===== src/rtl/ps2_tx.sv =====
// ps2_tx: host-to-device PS/2 command transmitter. Optional PS2Clk glitch filter: define PS2_TX_FILTER_EN.
module ps2_tx #(
    parameter int INHIBIT_CYCLES = 10000,
    parameter int TIMEOUT_CYCLES = 2000000,
    parameter int FILTER_LEN     = 8
) (
    input  logic       clk,
    input  logic       rst,
    input  logic [7:0] tx_data,
    input  logic       tx_start,
    output logic       tx_busy,
    output logic       tx_done,
    output logic       tx_err,
    input  logic       ps2_clk_in,
    input  logic       ps2_data_in,
    output logic       ps2_clk_oe,
    output logic       ps2_data_oe
);
    localparam int IW = $clog2(INHIBIT_CYCLES + 1);
    localparam int TW = $clog2(TIMEOUT_CYCLES + 1);
    localparam logic [IW-1:0] INH_LAST = IW'(INHIBIT_CYCLES - 1);
    localparam logic [TW-1:0] TMO_LAST = TW'(TIMEOUT_CYCLES - 1);

    typedef enum logic [2:0] {IDLE, INHIBIT, REQ, SHIFT, ACK, WAIT_IDLE} state_t;

    state_t        state;
    logic [1:0]    clk_sync;
    logic [1:0]    data_sync;
    logic          clk_lvl;
    logic          clk_prev;
    logic          fe;
    logic [8:0]    shreg;
    logic [3:0]    idx;
    logic [IW-1:0] inh_cnt;
    logic [TW-1:0] tmo_cnt;
    logic          timeout;

    // Two-flop synchronizers; idle bus level is high, so reset to 1 to avoid a false edge
    always_ff @(posedge clk or posedge rst) begin
        if (rst) begin
            clk_sync  <= 2'b11;
            data_sync <= 2'b11;
        end else begin
            clk_sync  <= {clk_sync[0], ps2_clk_in};
            data_sync <= {data_sync[0], ps2_data_in};
        end
    end

`ifdef PS2_TX_FILTER_EN
    localparam int FW = $clog2(FILTER_LEN + 1);
    localparam logic [FW-1:0] FLT_LAST = FW'(FILTER_LEN - 1);
    logic [FW-1:0] flt_cnt;

    // Accept a new PS2Clk level only after FILTER_LEN consecutive samples of it
    always_ff @(posedge clk or posedge rst) begin
        if (rst) begin
            clk_lvl <= 1'b1;
            flt_cnt <= '0;
        end else if (clk_sync[1] == clk_lvl) begin
            flt_cnt <= '0;
        end else if (flt_cnt == FLT_LAST) begin
            clk_lvl <= clk_sync[1];
            flt_cnt <= '0;
        end else begin
            flt_cnt <= flt_cnt + 1'b1;
        end
    end
`else
    // Without the filter the synchronized level is used directly; FILTER_LEN has no effect
    assign clk_lvl = clk_sync[1] | (FILTER_LEN < 0);
`endif

    // Previous PS2Clk level for falling-edge detection
    always_ff @(posedge clk or posedge rst) begin
        if (rst) clk_prev <= 1'b1;
        else     clk_prev <= clk_lvl;
    end

    assign fe      = clk_prev & ~clk_lvl;
    assign timeout = tmo_cnt == TMO_LAST;

    // Handshake FSM: inhibit, request-to-send, shift on device falling edges, ack, bus idle
    always_ff @(posedge clk or posedge rst) begin
        if (rst) begin
            state       <= IDLE;
            tx_busy     <= 1'b0;
            tx_done     <= 1'b0;
            tx_err      <= 1'b0;
            ps2_clk_oe  <= 1'b0;
            ps2_data_oe <= 1'b0;
            shreg       <= '0;
            idx         <= '0;
            inh_cnt     <= '0;
            tmo_cnt     <= '0;
        end else begin
            tx_done <= 1'b0;
            tx_err  <= 1'b0;
            tmo_cnt <= tmo_cnt + 1'b1;
            case (state)
                IDLE: begin
                    if (tx_start && !tx_done && !tx_err) begin
                        shreg      <= {~^tx_data, tx_data};
                        inh_cnt    <= '0;
                        ps2_clk_oe <= 1'b1;
                        tx_busy    <= 1'b1;
                        state      <= INHIBIT;
                    end
                end
                INHIBIT: begin
                    inh_cnt <= inh_cnt + 1'b1;
                    if (inh_cnt == INH_LAST) begin
                        ps2_clk_oe  <= 1'b0;
                        ps2_data_oe <= 1'b1;
                        tmo_cnt     <= '0;
                        state       <= REQ;
                    end
                end
                REQ, SHIFT, ACK: begin
                    if (timeout) begin
                        ps2_clk_oe  <= 1'b0;
                        ps2_data_oe <= 1'b0;
                        tx_err      <= 1'b1;
                        tx_busy     <= 1'b0;
                        state       <= IDLE;
                    end else if (fe) begin
                        if (state == ACK) begin
                            if (data_sync[1]) begin
                                tx_err  <= 1'b1;
                                tx_busy <= 1'b0;
                                state   <= IDLE;
                            end else begin
                                state <= WAIT_IDLE;
                            end
                        end else if (state == SHIFT && idx == 4'd9) begin
                            ps2_data_oe <= 1'b0;
                            state       <= ACK;
                        end else begin
                            ps2_data_oe <= ~shreg[0];
                            shreg       <= {1'b1, shreg[8:1]};
                            idx         <= (state == REQ) ? 4'd1 : idx + 4'd1;
                            state       <= SHIFT;
                        end
                    end
                end
                WAIT_IDLE: begin
                    if (clk_sync[1] && data_sync[1]) begin
                        tx_done <= 1'b1;
                        tx_busy <= 1'b0;
                        state   <= IDLE;
                    end
                end
                default: state <= IDLE;
            endcase
        end
    end
endmodule


===== config.mk =====
export PLATFORM = sky130hd
export DESIGN_NAME = ps2_tx
export DESIGN_NICKNAME = d
export VERILOG_FILES = /design/src/rtl/ps2_tx.sv
export SDC_FILE = /design/constraint.sdc
export NUM_CORES = 1
export LEC_CHECK = 0
export ABC_AREA = 1
export BUFFER_PORTS_ARGS = -buffer_cell sky130_fd_sc_hd__buf_2
export CORE_MARGIN = 2
export CORE_UTILIZATION = 60
export CTS_CLUSTER_DIAMETER = 120
export DETAILED_ROUTE_END_ITERATION = 16
export PLACE_DENSITY_LB_ADDON = 0.1
export SYNTH_ARGS = -nofsm -noshare
export SYNTH_HDL_FRONTEND = slang
export SYNTH_SLANG_ARGS = --single-unit

===== constraint.sdc =====
create_clock -name clk -period 3.8 [get_ports clk]
set_clock_uncertainty 0.05 [all_clocks]
set_input_delay 0.38 -clock clk [delete_from_list [all_inputs] [get_ports clk]]
set_output_delay 0.38 -clock clk [all_outputs]
set_load 0.05 [all_outputs]

==> results of run 1 <==
-- where the power goes --
group,switching [W],total (W),internal [W]
logic,0.000586,0.000870,0.000283
clock network,0.000256,0.000572,0.000316
registers,0.000150,0.000962,0.000812
total,0.000992,0.00240,0.00141
-- kinds of logic after synthesis --
family	synth area share, %
buf+inv	7.50
fa+ha+maj	1.45
flops	44.4
simple gates	35.3
xor+xnor	3.55
compound gates	7.82
-- layer usage --
metal	track usage (%)	part of all wire, %	wire length [um]
met1	34.6	49	3520
met4	8.81	1.4	100
met5	0	0	0
met3	6.22	4.8	343
met2	38.8	44	3150
-- final timing paths --
kind                                            start                       to  depth (start not counted)
max in group asynchronous                         rst     state[1]$_DFFE_PP0P_                          3
worst max-delay path             tmo_cnt[0]$_DFF_PP0_     state[0]$_DFFE_PP0P_                          9
worst min register to register  clk_sync[0]$_DFF_PP1_    clk_sync[1]$_DFF_PP1_                          0
worst min-delay path                       ps2_clk_in    clk_sync[0]$_DFF_PP1_                          1
worst max register to register   tmo_cnt[0]$_DFF_PP0_     state[0]$_DFFE_PP0P_                          9
min in group asynchronous                         rst  inh_cnt[11]$_DFFE_PP0P_                          2
-- layout by cell type (no fill, tap or decap), types with 10 or more instances in the layout --
cell	n
sky130_fd_sc_hd__clkbuf_8	10
sky130_fd_sc_hd__o21ai_0	24
sky130_fd_sc_hd__nor3_1	10
sky130_fd_sc_hd__nand3_1	30
sky130_fd_sc_hd__dfrtp_1	56
sky130_fd_sc_hd__nand2_1	152
sky130_fd_sc_hd__inv_1	59
sky130_fd_sc_hd__nor2_1	47
sky130_fd_sc_hd__a21oi_1	18
sky130_fd_sc_hd__buf_2	17
-- per-stage QoR --
| step | instance area (sq um) | power (W) | setup slack (ps) | hold slack [ps] |
|---|---|---|---|---|
| 2_1_floorplan | 3450 | 0.00163 | 1870 | 295 |
| 3_3_place_gp | 3630 | 0.00180 | 1950 | 296 |
| 3_5_place_dp | 3630 | 0.00183 | 1910 | 299 |
| 4_1_cts | 3820 | 0.00240 | 1890 | 67.7 |
| 5_1_grt | 3820 | 0.00260 | 1740 | 64.3 |
| 6_report | 3820 | 0.00240 | 1870 | 73.9 |
-- registers in the layout (all words and copies together), names as in the netlist --
name,count
ps2_clk_oe,1
tx_err,1
ps2_data_oe,1
state,3
idx,4
tx_busy,1
data_sync,2
clk_sync,2
tx_done,1
tmo_cnt,21
inh_cnt,14
shreg,9
clk_prev,1
-- layout make-up --
type                            instances  area (sq um)  share of cell area, %
Clock buffer                           11           141                   3.70
Clock inverter                          5          50.0                   1.31
Inverter                               65           249                   6.52
Multi-Input combinational cell        342          1660                   43.5
Sequential cell                        61          1530                   40.1
Tap cell                               72          90.1                   2.36
Timing Repair Buffer                   18          92.6                   2.42
==> results.txt, run 1 <==
----------------------------------------------------
[Critical path]
  Critical path type ... flop to flop
  Data required time at the worst endpoint ... 4040 ps
  CP max stage cell ... sky130_fd_sc_hd__dfrtp_1
  CP most frequent cell ... sky130_fd_sc_hd__nand2_1
  Ordered list of cells on the worst path ... ha_1 > nand3_2 > nor2_4 > nand3_2 > nand2_1 > nand2_1 > nor2_2 > nand2_1 > nand2_1
  Delay of the slowest cell on the worst path ... 450 ps
  Reg2reg setup slack ... 1870 ps
  Endpoint type of the worst setup path ... flop
  Worst Path Buf+Inv ... 0
  Crit path max fanout ... 7
  Gate family responsible for the most delay along the worst path ... simple AND/OR/NAND/NOR gates
  Type of element launching the critical path ... flop
  Crit path arrival time ... 2160 ps

[Global routing]
  First-pass GRT wire length ... 12,400 um
  Global-route usage over all layers ... 25.2%
  Via count of the first global-routing pass ... 2,765
  Maximum number of pins on one net before global-route repair ... 37
  GRT overflow ... 0
  Number of antenna violations at the first check in global routing ... 0

[Floorplan]
  Total core area ... 0.00554 sq mm
  Full die area ... 0.00638 sq mm
  Die X ... 79.9 um
  Number of rows created at floorplan ... 27
  Effective utilization at floorplan ... 62.4%
  Count of pins on the block boundary ... 18
  Die H ... 79.9 um

[Timing]
  Transition time at the pin with the least slew margin ... 726 ps
  Final hold violations ... 0
  Post-layout min period ... 1930 ps
  Setup-violating endpoint count in the final report ... 0
  Number of pins with negative max-slew slack in the final report ... 0
  Worst-case headroom to the max-slew limit ... 51.5%
  Max frequency ... 519 MHz
  Unrepaired setup endpoints after global routing ... no
  Setup Total Neg Slack ... 0 ps
  Fraction of the cycle the final worst path needs ... 50.7%

[Clocking]
  Setup Buffers After CTS ... 0
  Number of H-tree levels ... 3
  Clock root buffer ... sky130_fd_sc_hd__clkbuf_8
  Clock insertion delay at the later pin of the skew report ... 350 ps
  Resized Gates After CTS ... 0
  Number of clock sinks ... 61
  Cts hold-fix bufs ... 0
  Clock transition at path regs ... 70 ps
  Clock buffer depth ... 2
  TritonCTS clock tree ... done
  Total clock buffers created by CTS ... 9

[Route]
  Wirelength, routed ... 7120 um
  First-pass iteration count of the detailed router ... 6
  Routed len/inst ... 12.4 um
  Drt drc ... 0
  Vias ... 3,031
  Detailed-route vias per instance ... 5.28
  Number of nets with antenna violations after detailed routing ... 0
  Iter 0 DRT Violations ... 237

[Synth]
  Fraction of post-synthesis cell area in the top cell type by area ... 40.6%
  Syn Std Cell Area ... 0.00345 sq mm
  Ranking of synthesized cells by instance count ... 152 x sky130_fd_sc_hd__nand2_1, 60 x sky130_fd_sc_hd__inv_1, 56 x sky130_fd_sc_hd__dfrtp_1, 47 x sky130_fd_sc_hd__nor2_1, 30 x sky130_fd_sc_hd__nand3_1
  Number of different library cells in the post-synthesis netlist ... 33
  Ys Warns ... 0
  Share of synthesized flip-flops with an asynchronous set or reset ... 100%
  Post-synth EDFFs ... 0
  Seq cells post-synth ... 61
  Cell taking the most area after synthesis ... sky130_fd_sc_hd__dfrtp_1
  Syn Inst Count ... 470
  Synth Net Count ... 487
  Top area cells in the synthesized netlist ... sky130_fd_sc_hd__dfrtp_1 41%, sky130_fd_sc_hd__nand2_1 17%, sky130_fd_sc_hd__inv_1 6.5%
  Most frequent cell after synthesis ... sky130_fd_sc_hd__nand2_1
  Avg Synthesized Cell Area ... 7.35 sq um
  Commonest register cell after synthesis ... sky130_fd_sc_hd__dfrtp_1
  Fraction of the yosys area taken by sequential cells ... 44.4%

[Cells and area]
  Count of fill cells added during filler insertion ... 465
  Area growth from synthesis to layout ... 10.5%
  Number of inserted diodes ... 0
  Share of final-layout standard cells stronger than drive strength 1 ... 11.8%
  Final cell count without fillers ... 574
  NumNets Final ... 514
  Core utilization of the finished layout ... 68.9%

[Power]
  Power density normalized to cell area ... 629 mW/mm^2
  Leakage power figure ... 1.97 nW
  Worst vdd rail ir drop ... 0.404 mV

[Place]
  Inst Count DP ... 558
  Global placement routability congestion ... 0.937
  Hpwl dp ... 5160 um
  Count of port buffers added during placement ... 17

[Min path]
  Hold Crit Class ... input port to flop

[Flow run]
  Total of max-cap violations ... 0

[Outcome]
  Result of the run ... completed

----------------------------------------------------
(Power assumes the default switching activity.)
==> run 2: changes to the inputs <==
--- a/config.mk
+++ b/config.mk
@@ -5,10 +5,10 @@
 export SDC_FILE = /design/constraint.sdc
 export NUM_CORES = 1
 export LEC_CHECK = 0
-export ABC_AREA = 1
+export ABC_AREA = 0
 export BUFFER_PORTS_ARGS = -buffer_cell sky130_fd_sc_hd__buf_2
 export CORE_MARGIN = 2
-export CORE_UTILIZATION = 60
+export CORE_UTILIZATION = 55
 export CTS_CLUSTER_DIAMETER = 120
 export DETAILED_ROUTE_END_ITERATION = 16
 export PLACE_DENSITY_LB_ADDON = 0.1
==> constraint.sdc (replaced) <==
create_clock -name clk -period 1.57 [get_ports clk]
set_clock_uncertainty 0.05 [all_clocks]
set_input_delay 0.157 -clock clk [delete_from_list [all_inputs] [get_ports clk]]
set_output_delay 0.157 -clock clk [all_outputs]
set_load 0.05 [all_outputs]
==> results.txt, run 2 <==
----------------------------------------------------
[Outcome]
  Result of the run ... complete, but fails checks
  Failing checks ... setup timing

[Floorplan]
  Full die area ... 0.00632 sq mm
  Count of pins on the block boundary ... 18
  Die X ... 79.5 um
  Number of rows created at floorplan ... 27
  Total core area ... 0.00551 sq mm
  Die H ... 79.5 um
  Effective utilization at floorplan ... 57.0%

[Cells and area]
  Largest registers ... tmo_cnt (21), inh_cnt (14), shreg (9)
  Number of inserted diodes ... 0
  Commonest cells after routing, fill and taps aside ... 95 x sky130_fd_sc_hd__buf_4, 52 x sky130_fd_sc_hd__dfrtp_1, 21 x sky130_fd_sc_hd__buf_6
  Share of final-layout standard cells stronger than drive strength 1 ... 57.4%
  Max reg flops ... 21
  Total non-filler cell area in the finished layout ... 0.00518 sq mm
  NumNets Final ... 483
  Count of fill cells added during filler insertion ... 166
  Area growth from synthesis to layout ... 65.2%
  Most common cell after layout, fill and taps aside ... sky130_fd_sc_hd__buf_4
  Reg with most FFs ... tmo_cnt

[Synth]
  Avg Synthesized Cell Area ... 9.71 sq um
  Ranking of synthesized cells by instance count ... 56 x sky130_fd_sc_hd__dfrtp_1, 40 x sky130_fd_sc_hd__nor2_1, 27 x sky130_fd_sc_hd__o21ai_0, 25 x sky130_fd_sc_hd__nand2_1, 24 x sky130_fd_sc_hd__nand3_1
  Fraction of post-synthesis cell area in the top cell type by area ... 44.7%
  Top area cells in the synthesized netlist ... sky130_fd_sc_hd__dfrtp_1 45%, sky130_fd_sc_hd__nor2_1 4.8%, sky130_fd_sc_hd__o21ai_0 4.3%
  Syn Inst Count ... 323
  Number of different library cells in the post-synthesis netlist ... 53
  Cell taking the most area after synthesis ... sky130_fd_sc_hd__dfrtp_1
  Commonest register cell after synthesis ... sky130_fd_sc_hd__dfrtp_1
  Synth Net Count ... 340
  Syn Std Cell Area ... 0.00314 sq mm
  Ys Warns ... 0
  Post-synth EDFFs ... 0
  Fraction of the yosys area taken by sequential cells ... 48.9%
  Share of synthesized flip-flops with an asynchronous set or reset ... 100%
  Most frequent cell after synthesis ... sky130_fd_sc_hd__dfrtp_1
  Seq cells post-synth ... 61

[Global routing]
  Number of antenna violations at the first check in global routing ... 0
  First-pass GRT wire length ... 16,200 um
  Global-route usage over all layers ... 34.7%
  GRT overflow ... 0
  Via count of the first global-routing pass ... 3,296
  Maximum number of pins on one net before global-route repair ... 21

[Route]
  First-pass iteration count of the detailed router ... 7
  Iter 0 DRT Violations ... 279
  Vias ... 3,529
  Detailed-route vias per instance ... 6.51
  Routed len/inst ... 24.5 um
  Wirelength, routed ... 13,300 um
  Number of nets with antenna violations after detailed routing ... 0
  Drt drc ... 0

[Critical path]
  Number of cell instances on the worst register-to-register path ... 8
  Crit path arrival time ... 2430 ps
  Delay of the slowest cell on the worst path ... 460 ps
  CP max stage cell ... sky130_fd_sc_hd__a2111oi_4
  Launch point of the worst reg-to-reg path ... tx_done$_DFF_PP0_
  Capturing point of the worst reg2reg path ... shreg[8]$_DFFE_PP0P_
  Crit path max fanout ... 9
  CP most frequent cell ... sky130_fd_sc_hd__nor2_2
  Endpoint type of the worst setup path ... flop
  Data required time at the worst endpoint ... 1800 ps
  Reg2reg setup slack ... -630 ps
  Type of element launching the critical path ... flop
  Worst Path Buf+Inv ... 2
  Critical path type ... flop to flop
  Ordered list of cells on the worst path ... or3b_4 > nor2_4 > nor2_2 > a2111oi_4 > buf_4 > buf_12 > nor2_2 > a31oi_1
  Gate family responsible for the most delay along the worst path ... simple AND/OR/NAND/NOR gates
  Critical path origin ... tx_done$_DFF_PP0_
  Cell count along the critical path ... 8

[Place]
  Area after DPL ... 0.00399 sq mm
  Hpwl dp ... 5250 um
  Count of port buffers added during placement ... 17
  Global placement routability congestion ... 0.916

[Power]
  Leakage power figure ... 2.21 nW
  Power density normalized to cell area ... 1350 mW/mm^2
  Worst vdd rail ir drop ... 1.09 mV

[Timing]
  Post-layout min period ... 2200 ps
  Post-layout worst setup margin ... -630 ps
  Fraction of the cycle the final worst path needs ... 140%
  Unrepaired setup endpoints after global routing ... yes
  Transition time at the pin with the least slew margin ... 483 ps
  Worst-case headroom to the max-slew limit ... 67.5%
  Final hold violations ... 0
  Setup Total Neg Slack ... -18,510 ps
  Number of pins with negative max-slew slack in the final report ... 0
  Setup-violating endpoint count in the final report ... 54
  Fin Hold WS ... 107 ps
  Max frequency ... 455 MHz

[Clocking]
  Clock root buffer ... sky130_fd_sc_hd__clkbuf_8
  TritonCTS clock tree ... done
  Clock insertion delay at the later pin of the skew report ... 360 ps
  Clock buffer depth ... 2
  Total clock buffers created by CTS ... 9
  Number of H-tree levels ... 3
  Number of clock sinks ... 61
  Clock transition at path regs ... 70 ps

[Min path]
  Hold Crit Start ... tx_data[3]
  Endpoint, Worst Hold ... shreg[3]$_DFFE_PP0P_
  Hold Crit Class ... input port to flop
  Worst hold path cell count ... 3

[Flow run]
  Total of max-cap violations ... 0

----------------------------------------------------
-- run 2: metrics by stage --
stage,worst slack (ps),total power (W),util [%],instances
finish,-630,0.00702,94.1,542
global route,-631,0.00721,94.1,542
CTS,-358,0.00615,87.5,531
global placement,-277,0.00427,72.4,492
detailed placement,-418,0.00437,72.4,492
floorplan,-353,0.00341,-,323
-- run 2: layer usage --
layer / vias to the layer above / global-route usage, % / wire [um]
met2: 270 / 59.9 / 6530
met1: 1695 / 39.3 / 4400
li1: 1451 / - / -
met4: 0 / 20.3 / 1200
met3: 113 / 7.35 / 1170
met5: - / 0 / 0
-- run 2: final cells by class --
type	count	area (sq um)	share of cell area (%)
Sequential cell	61	1540	29.7
Clock inverter	2	10.0	0.193
Multi-Input combinational cell	245	2120	41.0
Inverter	6	28.8	0.555
Clock buffer	13	149	2.87
Timing Repair Buffer	143	1240	24.0
Tap cell	72	90.1	1.74
-- run 2: worst register-to-register path, delay by kind of cell, from the launching register on --
kind | cells | cell delay [ps]
AOI/OAI and AO/OA | 2 | 610
buffers and inverters | 2 | 340
DFF | 1 | 430
and+or+nand+nor | 4 | 690
-- run 2: cells by family (layout without fill, tap and decap cells) --
kind of cell | count (synthesis) | after routing | synth area share [%]
simple gates | 136 | 136 | 22.6
fa+ha+maj | 4 | 4 | 1.60
compound gates | 72 | 72 | 14.6
buf+inv | 17 | 164 | 2.71
mux | 10 | 10 | 3.27
flops | 61 | 61 | 48.9
xor+xnor | 23 | 23 | 6.42
-- run 2: timing repair --
| action | in CTS | in global routing |
|---|---|---|
| pin swaps | 35 | 33 |
| gates cloned | 5 | 0 |
| setup buffers | 19 | 15 |
| hold buffers | 3 | 0 |
| hold endpoints to repair | 15 | 0 |
| resized for setup | 119 | 72 |
| endpoints found under the setup margin | 53 | 56 |
-- run 2: how the worst max path moves through the flow --
stage	end	slack [ps]
after floorplan	shreg[8]$_DFFE_PP0P_	-350
final	shreg[8]$_DFFE_PP0P_	-630
after CTS	state[0]$_DFFE_PP0P_	-360
after detailed placement	state[0]$_DFFE_PP0P_	-420
after global routing	shreg[8]$_DFFE_PP0P_	-630
after global placement	state[0]$_DFFE_PP0P_	-280
-- run 2: where the power goes --
part,internal (W),switching [W]
combinational,0.00162,0.00189
sequential,0.00193,0.000336
clock,0.000604,0.000637
total,0.00415,0.00286
